[src/rtl/seq_divider_pkg.sv]
// Shared definitions for the sequential restoring divider.
//   div_state_t   : control FSM states (idle, iterating, result held)
//   div_cnt_width : width of the iteration counter for a given operand width
package seq_divider_pkg;

  typedef enum logic [1:0] {
    DIV_IDLE = 2'd0,
    DIV_RUN  = 2'd1,
    DIV_DONE = 2'd2
  } div_state_t;

  // Counter must hold the value word_width itself, hence +1.
  function automatic int unsigned div_cnt_width(input int unsigned word_width);
    return $clog2(word_width + 1);
  endfunction

endpackage

[src/rtl/fast_adder.sv]
// Grouped carry-lookahead adder.
//   a_i, b_i  : addends (width bits)
//   cin_i     : carry in
//   sum_o     : a_i + b_i + cin_i, truncated to width bits
//   cout_o    : carry out of the top bit
// Bits are split into groups of cascade_size; the last group may be partial.
module fast_adder #(
  parameter int unsigned width        = 17,
  parameter int unsigned cascade_size = 4
) (
  input  logic [width-1:0] a_i,
  input  logic [width-1:0] b_i,
  input  logic             cin_i,
  output logic [width-1:0] sum_o,
  output logic             cout_o
);

  localparam int unsigned NumGroups = (width + cascade_size - 1) / cascade_size;

  always_comb begin
    logic [width-1:0] gen;
    logic [width-1:0] prop;
    logic             grp_carry;
    logic             grp_gen;
    logic             grp_prop;
    logic             bit_carry;
    int               idx;

    gen       = a_i & b_i;
    prop      = a_i ^ b_i;
    sum_o     = '0;
    grp_carry = cin_i;
    grp_gen   = 1'b0;
    grp_prop  = 1'b1;
    bit_carry = 1'b0;
    idx       = 0;

    for (int k = 0; k < int'(NumGroups); k++) begin
      // Group generate/propagate: the inter-group carry skips over the group.
      grp_gen  = 1'b0;
      grp_prop = 1'b1;
      for (int j = 0; j < int'(cascade_size); j++) begin
        idx = k * int'(cascade_size) + j;
        if (idx < int'(width)) begin
          grp_gen  = gen[idx] | (prop[idx] & grp_gen);
          grp_prop = grp_prop & prop[idx];
        end
      end
      // In-group sum bits from the group's incoming carry.
      bit_carry = grp_carry;
      for (int j = 0; j < int'(cascade_size); j++) begin
        idx = k * int'(cascade_size) + j;
        if (idx < int'(width)) begin
          sum_o[idx] = prop[idx] ^ bit_carry;
          bit_carry  = gen[idx] | (prop[idx] & bit_carry);
        end
      end
      grp_carry = grp_gen | (grp_prop & grp_carry);
    end

    cout_o = grp_carry;
  end

endmodule

[src/rtl/fast_comparator.sv]
// Unsigned magnitude comparator.
//   a_i, b_i : operands (width bits)
//   ge_o     : 1 when a_i >= b_i
// Scans from the MSB; the first differing bit decides.
module fast_comparator #(
  parameter int unsigned width = 17
) (
  input  logic [width-1:0] a_i,
  input  logic [width-1:0] b_i,
  output logic             ge_o
);

  always_comb begin
    logic decided;
    ge_o    = 1'b1;
    decided = 1'b0;
    for (int i = int'(width) - 1; i >= 0; i--) begin
      if (!decided && (a_i[i] != b_i[i])) begin
        ge_o    = a_i[i];
        decided = 1'b1;
      end
    end
  end

endmodule

[src/rtl/seq_divider_step.sv]
// One combinational restoring-division step.
//   rem_i   : partial remainder R (word_width bits)
//   q_msb_i : next dividend bit shifted into the remainder
//   div_i   : divisor D
//   rem_o   : next partial remainder
//   q_bit_o : quotient bit produced by this step
module seq_divider_step #(
  parameter int unsigned word_width   = 16,
  parameter int unsigned cascade_size = 4
) (
  input  logic [word_width-1:0] rem_i,
  input  logic                  q_msb_i,
  input  logic [word_width-1:0] div_i,
  output logic [word_width-1:0] rem_o,
  output logic                  q_bit_o
);

  localparam int unsigned TrialW = word_width + 1;

  logic [TrialW-1:0] trial;
  logic [TrialW-1:0] div_ext;
  logic [TrialW-1:0] div_inv;
  logic [TrialW-1:0] diff;
  logic              ge;
  logic              unused_carry;
  logic              unused_diff_msb;

  assign trial   = {rem_i, q_msb_i};
  assign div_ext = {1'b0, div_i};
  assign div_inv = ~div_ext;

  fast_comparator #(
    .width(TrialW)
  ) u_cmp (
    .a_i (trial),
    .b_i (div_ext),
    .ge_o(ge)
  );

  // trial - D as trial + ~D + 1; the comparator, not the carry, picks the result.
  fast_adder #(
    .width       (TrialW),
    .cascade_size(cascade_size)
  ) u_sub (
    .a_i   (trial),
    .b_i   (div_inv),
    .cin_i (1'b1),
    .sum_o (diff),
    .cout_o(unused_carry)
  );

  // When trial >= D the difference is < D, so its top bit is always zero.
  assign unused_diff_msb = diff[TrialW-1];

  assign rem_o   = ge ? diff[word_width-1:0] : trial[word_width-1:0];
  assign q_bit_o = ge;

endmodule

[src/rtl/seq_divider.sv]
// Iterative unsigned restoring divider, one quotient bit per clock.
//   clk, reset           : clock, synchronous active-high reset
//   in_valid / in_ready  : operand handshake (dividend, divisor)
//   out_valid / out_ready: result handshake (quotient, remainder, div_by_zero)
// A zero divisor skips iteration: quotient all ones, remainder = dividend.
module seq_divider
  import seq_divider_pkg::*;
#(
  parameter int unsigned word_width   = 16,
  parameter int unsigned cascade_size = 4
) (
  input  logic                  clk,
  input  logic                  reset,
  input  logic                  in_valid,
  output logic                  in_ready,
  input  logic [word_width-1:0] dividend,
  input  logic [word_width-1:0] divisor,
  output logic                  out_valid,
  input  logic                  out_ready,
  output logic [word_width-1:0] quotient,
  output logic [word_width-1:0] remainder,
  output logic                  div_by_zero
);

  localparam int unsigned CntW = div_cnt_width(word_width);

  div_state_t            state_q, state_d;
  logic [CntW-1:0]       cnt_q, cnt_d;
  logic [word_width-1:0] rem_q, rem_d;
  logic [word_width-1:0] quo_q, quo_d;
  logic [word_width-1:0] div_q, div_d;
  logic [word_width-1:0] quotient_q, quotient_d;
  logic [word_width-1:0] remainder_q, remainder_d;
  logic                  dbz_q, dbz_d;

  logic [word_width-1:0] step_rem;
  logic                  step_bit;
  logic [word_width-1:0] quo_shifted;

  seq_divider_step #(
    .word_width  (word_width),
    .cascade_size(cascade_size)
  ) u_step (
    .rem_i  (rem_q),
    .q_msb_i(quo_q[word_width-1]),
    .div_i  (div_q),
    .rem_o  (step_rem),
    .q_bit_o(step_bit)
  );

  // Q doubles as the dividend shift register: its MSB feeds R, quotient bits enter at the LSB.
  assign quo_shifted = {quo_q[word_width-2:0], step_bit};

  always_comb begin
    state_d     = state_q;
    cnt_d       = cnt_q;
    rem_d       = rem_q;
    quo_d       = quo_q;
    div_d       = div_q;
    quotient_d  = quotient_q;
    remainder_d = remainder_q;
    dbz_d       = dbz_q;

    unique case (state_q)
      DIV_IDLE: begin
        if (in_valid) begin
          quo_d = dividend;
          div_d = divisor;
          rem_d = '0;
          cnt_d = CntW'(word_width);
          if (divisor == '0) begin
            state_d     = DIV_DONE;
            quotient_d  = '1;
            remainder_d = dividend;
            dbz_d       = 1'b1;
          end else begin
            state_d = DIV_RUN;
          end
        end
      end
      DIV_RUN: begin
        rem_d = step_rem;
        quo_d = quo_shifted;
        cnt_d = cnt_q - CntW'(1);
        if (cnt_q == CntW'(1)) begin
          state_d     = DIV_DONE;
          quotient_d  = quo_shifted;
          remainder_d = step_rem;
          dbz_d       = 1'b0;
        end
      end
      DIV_DONE: begin
        if (out_ready) begin
          state_d = DIV_IDLE;
        end
      end
      default: begin
        state_d = DIV_IDLE;
      end
    endcase
  end

  always_ff @(posedge clk) begin
    if (reset) begin
      state_q     <= DIV_IDLE;
      cnt_q       <= '0;
      rem_q       <= '0;
      quo_q       <= '0;
      div_q       <= '0;
      quotient_q  <= '0;
      remainder_q <= '0;
      dbz_q       <= 1'b0;
    end else begin
      state_q     <= state_d;
      cnt_q       <= cnt_d;
      rem_q       <= rem_d;
      quo_q       <= quo_d;
      div_q       <= div_d;
      quotient_q  <= quotient_d;
      remainder_q <= remainder_d;
      dbz_q       <= dbz_d;
    end
  end

  assign in_ready    = (state_q == DIV_IDLE);
  assign out_valid   = (state_q == DIV_DONE);
  assign quotient    = quotient_q;
  assign remainder   = remainder_q;
  assign div_by_zero = dbz_q;

endmodule

[config.mk]
export PLATFORM = sky130hd
export DESIGN_NAME = seq_divider
export DESIGN_NICKNAME = d
export VERILOG_FILES = /design/src/rtl/seq_divider_pkg.sv /design/src/rtl/fast_adder.sv /design/src/rtl/fast_comparator.sv /design/src/rtl/seq_divider_step.sv /design/src/rtl/seq_divider.sv
export SDC_FILE = /design/constraint.sdc
export NUM_CORES = 1
export LEC_CHECK = 0
export BUFFER_PORTS_ARGS = -buffer_cell sky130_fd_sc_hd__buf_2
export CAP_MARGIN = 25
export CORE_ASPECT_RATIO = 1.25
export CORE_MARGIN = 4
export CORE_UTILIZATION = 35
export CTS_CLUSTER_SIZE = 24
export DETAILED_ROUTE_END_ITERATION = 6
export SLEW_MARGIN = 20
export SYNTH_ARGS = -nofsm -noshare
export SYNTH_HDL_FRONTEND = slang
export SYNTH_SLANG_ARGS = --single-unit
[constraint.sdc]
create_clock -name clk -period 7.9 [get_ports clk]
set_clock_uncertainty 0.1 [all_clocks]
set_input_delay 1.185 -clock clk [delete_from_list [all_inputs] [get_ports clk]]
set_output_delay 1.185 -clock clk [all_outputs]
set_load 0.005 [all_outputs]
## Word level (Yosys, flattened, before mapping)

Index checks and enable logic that the tools add are counted.

| operators by class | value |
|---|---|
| add/sub/neg operators | 1 |
| equal/unequal tests | 23 |
| mux-type cells | 56 |
| bitwise logic cells | 74 |
| reductions and logical operators | 39 |

Operator list:

| cell | count |
|---|---|
| 16-bit two-way mux | 9 |
| 16-bit one-hot mux with 2 select lines | 4 |
| 1-bit two-way mux | 35 |
| 1-bit AND | 31 |
| 1-bit OR | 24 |
| 1-bit logical AND | 16 |
| 1-bit zero test | 16 |
| 16-bit zero test | 1 |
| 1-bit inequality test | 16 |
| 16-bit inverter | 1 |
| 16-bit bitwise XOR | 1 |
| 15-bit AND | 1 |
| 1-bit bitwise XOR | 15 |
| 5-bit one-hot mux with 2 select lines | 1 |
| 2-bit two-way mux | 4 |
| 2-bit one-hot mux with 3 select lines | 1 |
| 5-bit by 1-bit equality test with 1-bit output, second input constant | 1 |
| 5-bit two-way mux | 1 |
| 5-bit by 1-bit subtractor with 5-bit output, second input constant | 1 |
| 2-bit by 1-bit inequality test with 1-bit output, second input constant | 2 |
| 2-bit inequality test, second input constant | 2 |
| 2-bit AND reduction | 2 |
| 4-bit AND reduction | 1 |
| 3-bit AND reduction | 1 |
| 6 further kinds | 6 |

| storage, ports and cells | value |
|---|---|
| register bits after elaboration | 88 |
| input bits | 36 |
| output and inout bits | 35 |
| logic and storage cells | 201 |

## Longest topological paths before layout

| depth | value |
|---|---|
| depth in word-level cells | 52 |
| mapped depth | 17 |
| depth with buffers taken out | 17 |

## Modules after synthesis

Synthesis repeated with hierarchy kept, for this count alone.

| unflattened totals | value |
|---|---|
| cells, all modules | 567 |
| area total of the unflattened synthesis | 4989.8 µm² |

Modules (own cells, without submodules):

| module | times used | cells an instance | area each (µm²) | sequential area each (µm²) |
|---|---|---|---|---|
| seq_divider | 1 | 372 | 3388.2 | 1761.7 |
| fast_adder | 1 | 67 | 683.2 | 0.0 |
| fast_comparator | 1 | 92 | 601.8 | 0.0 |
| seq_divider_step | 1 | 36 | 316.6 | 0.0 |

## Worst setup path before layout

No wires, ideal clock.

| timing path | value |
|---|---|
| kind | reg-to-reg |
| from | reg rem_q[5] |
| to | reg rem_q[15] |
| setup time | 0.063 ns |
| arrival time | 3.170 ns |
| data required time | 7.737 ns |
| setup slack | 4.567 ns |
| cell stages (with the launch flop) | 15 |
| buffers on the path | 1 |
| period minus slack after synthesis | 3.333 ns |
| path through | dfxtp_1 -> ha_1 -> clkbuf_1 -> o21ai_0 -> a22oi_1 -> a21o_1 -> a31oi_1 -> o21ai_0 -> fa_1 -> inv_1 -> fa_1 -> fa_1 -> xnor2_1 -> or4_1 -> nand3_1 |

| on the way | value |
|---|---|
| cells in the longest elaborated chain, start to end | 23 |
| elaborated cells on any way between the ends | 48 |
| those cells by class | 1 x eq/ne; 15 x mux; 19 x bitwise; 13 x reduce/logical |

Ends and longest elaborated chain:

| what | line | text |
|---|---|---|
| start: declaration | seq_divider.sv:29 | `logic [word_width-1:0] rem_q, rem_d;` |
| start signal: assignment | seq_divider.sv:116 | `rem_q <= rem_d;` |
| 1-bit inequality test | fast_comparator.sv:18 | `if (!decided && (a_i[i] != b_i[i])) begin` |
| 1-bit logical AND | fast_comparator.sv:18 |  |
| 1-bit two-way mux | fast_comparator.sv:18 |  |
| 1-bit zero test | fast_comparator.sv:18 |  |
| 1-bit logical AND | fast_comparator.sv:18 |  |
| 1-bit two-way mux | fast_comparator.sv:18 |  |
| 1-bit zero test | fast_comparator.sv:18 |  |
| 1-bit logical AND | fast_comparator.sv:18 |  |
| (+7 left out) | n/a |  |
| 1-bit zero test | fast_comparator.sv:18 |  |
| 1-bit logical AND | fast_comparator.sv:18 |  |
| 1-bit two-way mux | fast_comparator.sv:18 |  |
| 1-bit zero test | fast_comparator.sv:18 |  |
| 1-bit logical AND | fast_comparator.sv:18 |  |
| 1-bit two-way mux | fast_comparator.sv:18 |  |
| 16-bit two-way mux * | seq_divider_step.sv:55 | `assign rem_o = ge ? diff[word_width-1:0] : trial[word_width-1:0];` |
| 16-bit one-hot mux with 2 select lines * | seq_divider.sv:64 | `unique case (state_q)` |

Mark *: on every way between the ends. The rest lies on a longest branch, timed or not.
A chain may end at the register's enable or synchronous reset.

## Worst setup path after layout

| timing path | value |
|---|---|
| from | reg quo_q[15] |
| to | reg remainder_q[15] (netlist: remainder[15]) |

| on the way | value |
|---|---|
| cells in the longest elaborated chain, start to end | 22 |
| elaborated cells on any way between the ends | 29 |
| those cells by class | 1 x eq/ne; 4 x mux; 23 x bitwise; 1 x reduce/logical |

Ends and longest elaborated chain:

| what | line | text |
|---|---|---|
| start: declaration | seq_divider.sv:30 | `logic [word_width-1:0] quo_q, quo_d;` |
| start signal: assignment | seq_divider.sv:117 | `quo_q <= quo_d;` |
| 15-bit AND | fast_adder.sv:29 | `gen = a_i & b_i;` |
| 1-bit AND | fast_adder.sv:45 | `grp_gen = gen[idx] \| (prop[idx] & grp_gen);` |
| 1-bit OR | fast_adder.sv:45 |  |
| 1-bit AND | fast_adder.sv:45 |  |
| 1-bit OR | fast_adder.sv:45 |  |
| 1-bit AND | fast_adder.sv:45 |  |
| 1-bit OR | fast_adder.sv:45 |  |
| 1-bit OR | fast_adder.sv:58 | `grp_carry = grp_gen \| (grp_prop & grp_carry);` |
| (+6 left out) | n/a |  |
| 1-bit AND | fast_adder.sv:55 | `bit_carry = gen[idx] \| (prop[idx] & bit_carry);` |
| 1-bit OR | fast_adder.sv:55 |  |
| 1-bit AND | fast_adder.sv:55 |  |
| 1-bit OR | fast_adder.sv:55 |  |
| 1-bit bitwise XOR | fast_adder.sv:54 | `sum_o[idx] = prop[idx] ^ bit_carry;` |
| 16-bit two-way mux * | seq_divider_step.sv:55 |  |
| 16-bit two-way mux * | seq_divider.sv:85 | `if (cnt_q == CntW'(1)) begin` |
| 16-bit one-hot mux with 2 select lines * | seq_divider.sv:64 |  |
| end signal: assignment | seq_divider.sv:120 | `remainder_q <= remainder_d;` |
| end: declaration | seq_divider.sv:33 | `logic [word_width-1:0] remainder_q, remainder_d;` |

Mark *: on every way between the ends. The rest lies on a longest branch, timed or not. The select of a mux whose other input is x is not followed.

==> results.md <==
- Worst vdd ir: 0.2224 mV
- FP Rows: 46
- Grt total ovfl: 0
- DRC errors left: 0
- CTS Buffer Depth: 2
- Share of cells above drive strength 1: 15.32%
- Die area: 15210 µm²
- Number of synthesized flops with an enable pin: 0
- Post-route ant nets: 0
- Clk_lat worst skew: 0.33 ns
- Sequential area share after synthesis: a little under two fifths
- Vias per inst: 5.352
- Initial antenna violation count: 0
- ANT cells: 0
- CTS tree: done
- Placed inst area: 5092 µm²
- DR vias: ~4300
- Crit end category: register
- Mapped cell area: 4652 µm²
- Least-Margin Pin Slew: between 1 and 1.5 ns
- Max Clk Rate: 266.4 MHz
- Setup TNS: 0 ns
- Worst slew margin: 31.98%
- DIE HEIGHT: between 100 and 150 µm
- IO buf count: 70
- Maximum Capacitance Violations: 0
- Cell-internal power: between 1 and 1.5 mW
- Placer congestion estimate: 0.7974
- Sequential power share: 33.4%
- Crit Path Max Fanout: 7
- Endpoints failing hold: 0
- Vias in the first global route: 3987
- Clk pwr share: 25.1%
- Yosys cell types: 50
- Root Buffer: clkbuf_16
- TritonCTS Buffers: 9
- Core region area: 12830 µm²
- Final period util: 47.51%
- Worst hold slack: 0.3537 ns
- Wire length per cell: around 15 µm
- Layout Area Growth over Synthesis: 16.27%
- Status: finished, final reports clean
- Utilization after layout: 42.14%
- Hold WC Path Type: register to register
- Yosys reg bits: 88
- Fin crit period: 3.753 ns
- Pwr per Cell Area: between 300 and 400 nW/µm²
- Switching share of power: roughly 40%
- WP data arrival: ~3.8 ns
- Asr flop ratio synth: 0%
- Slew Viols, Final: 0
- Commonest non-fill, non-tap cells in the layout: nand2_1, dfxtp_1, buf_2, nor2_1, a21oi_1
- RSZ-0062 raised after global routing: false
- # Post-CTS Setup Buffers: 0
- Critical path class: register to register
- Synth Instances: 584
- Net Sw Power: 683.8 µW
- Tot GR Track Use: 15.89%
- Setup violations, final: 0
- Final worst-path setup slack: 4.147 ns
- Post-Layout Inst Area: 5409 µm²
- Dpl ws: 3.909 ns
- Layout Nets: 694
- DRT Pass-1 Iters: 4
- Comb pwr share: 41.5%
- Net Count, Synth: 649
- Dpl hpwl: ~8.8 mm
- Total wire length: 12.00 mm
- Clk pin slew, worst setup/hold paths: 0.06 ns
- Starting Density: around 36%
- Die X: 111.1 µm
- Synth Flop Type: dfxtp_1
- Avg Cell Area, Syn: 7.966 µm²
- Largest net degree at the start of global routing: 76
- Htree depth: 3
- # hold bufs at CTS: 0
- Commonest non-fill, non-tap cell in the layout: nand2_1
- Yosys synthesis warning count: 0
- Iter 0 DRT Violations: 340
- Startpoint Class: register
- Clock sinks: 88
- Required @ worst endpoint: 7.99 ns
- Resize count post-CTS: 0
- Pleak: 2.099 nW
- First-pass GRT wire length: 19.83 mm
- I/O pins: 71
## critical path, stage by stage (launching register included)
cell	delay [ns]
dfxtp_1	0.40
ha_1	0.41
o21a_1	0.15
o21ai_0	0.07
nand2b_1	0.08
a21o_1	0.16
a21o_1	0.19
a31oi_1	0.09
o21ai_0	0.28
fa_1	0.23
inv_1	0.05
fa_1	0.37
fa_1	0.39
xnor2_1	0.33
a21oi_1	0.12
o211ai_1	0.13
a211oi_1	0.07
## registers in the layout, summed over array words and instances, names as in the netlist
| name | cells |
|---|---|
| cnt_q | 5 |
| div_by_zero | 1 |
| div_q | 16 |
| quo_q | 16 |
| quotient | 16 |
| rem_q | 16 |
| remainder | 16 |
| state_q | 2 |
## layer usage
| metal | up-vias | share of wire [%] | wire length, µm | global-route usage [%] |
|---|---|---|---|---|
| met5 | - | 0 | 0 | 0 |
| met4 | 0 | 2.2 | 260 | 6.491 |
| li1 | 2135 | - | - | - |
| met2 | 104 | 48 | 5753 | 26.38 |
| met1 | 2028 | 45 | 5442 | 20.55 |
| met3 | 20 | 4.6 | 547 | 2.875 |
## stage by stage
stage	total power [mW]	cells
floorplan	1.125	584
global placement	1.259	785
detailed placement	1.270	785
CTS	1.698	800
global route	1.819	801
finish	1.689	801
## cells in the mapped netlist (2+ instances only)
library cell | instances | area (µm²)
nand2_1 | 126 | 473.0
dfxtp_1 | 88 | 1762
nor2_1 | 53 | 198.9
a21oi_1 | 39 | 195.2
nand3_1 | 35 | 175.2
clkbuf_1 | 27 | 101.4
inv_1 | 27 | 101.4
ha_1 | 18 | 225.2
a211oi_1 | 17 | 127.6
a311o_1 | 15 | 150.1
a311oi_1 | 15 | 131.4
o211ai_1 | 14 | 105.1
buf_2 | 13 | 65.06
fa_1 | 11 | 220.2
nor3_1 | 10 | 50.05
nand2b_1 | 7 | 43.79
a21o_1 | 5 | 37.54
o21ai_0 | 5 | 25.02
xor2_1 | 5 | 43.79
nor4_1 | 4 | 25.02
o311ai_0 | 4 | 35.03
a31oi_1 | 3 | 18.77
nor2b_1 | 3 | 18.77
or3_1 | 3 | 18.77
xnor2_1 | 3 | 26.28
a22oi_1 | 2 | 15.01
a41oi_1 | 2 | 17.52
buf_1 | 2 | 7.510
buf_6 | 2 | 22.52
mux2i_1 | 2 | 20.02
nand3b_1 | 2 | 15.01
nand4_1 | 2 | 12.51
nor3b_1 | 2 | 15.01
o2111ai_1 | 2 | 17.52
## final cells by class
cell class,instances,area [µm²]
inverter,27,101.3
sequential,88,1762
fill,1317,7426
clock inverter,3,42.54
timing repair buffer,78,430.4
tap,168,210.2
clock buffer,12,246.5
multi-input combinational,425,2616
## final timing paths
| path | startpoint | endpoint | slack [ns] | depth (start not counted) |
|---|---|---|---|---|
| max | quo_q[15] | remainder[15] | 4.15 | 16 |
| min | div_q[6] | div_q[6] | 0.35 | 2 |
| max reg2reg | quo_q[15] | remainder[15] | 4.15 | 16 |
| min reg2reg | div_q[6] | div_q[6] | 0.35 | 2 |
## cells by family (layout without fill, tap and decap cells)
group	Yosys count	in the layout	synth area share (%)
flops	88	88	37.87
compound gates	130	130	20.06
simple gates	255	255	23.94
mux	2	2	0.4304
fa+ha+maj	30	30	9.790
buf+inv	71	120	6.401
xor+xnor	8	8	1.506
## power by group through the flow
| stage | Combinational [mW] | Clock, mW | Sequential [mW] |
|---|---|---|---|
| 6_report | 0.701 | 0.424 | 0.564 |
| 5_1_grt | 0.796 | 0.451 | 0.572 |
| 4_1_cts | 0.700 | 0.434 | 0.564 |
| 3_5_place_dp | 0.697 | 0 | 0.573 |
| 3_3_place_gp | 0.688 | 0 | 0.572 |
| 2_1_floorplan | 0.572 | 0 | 0.552 |
Power figures use the tool's default switching activity.
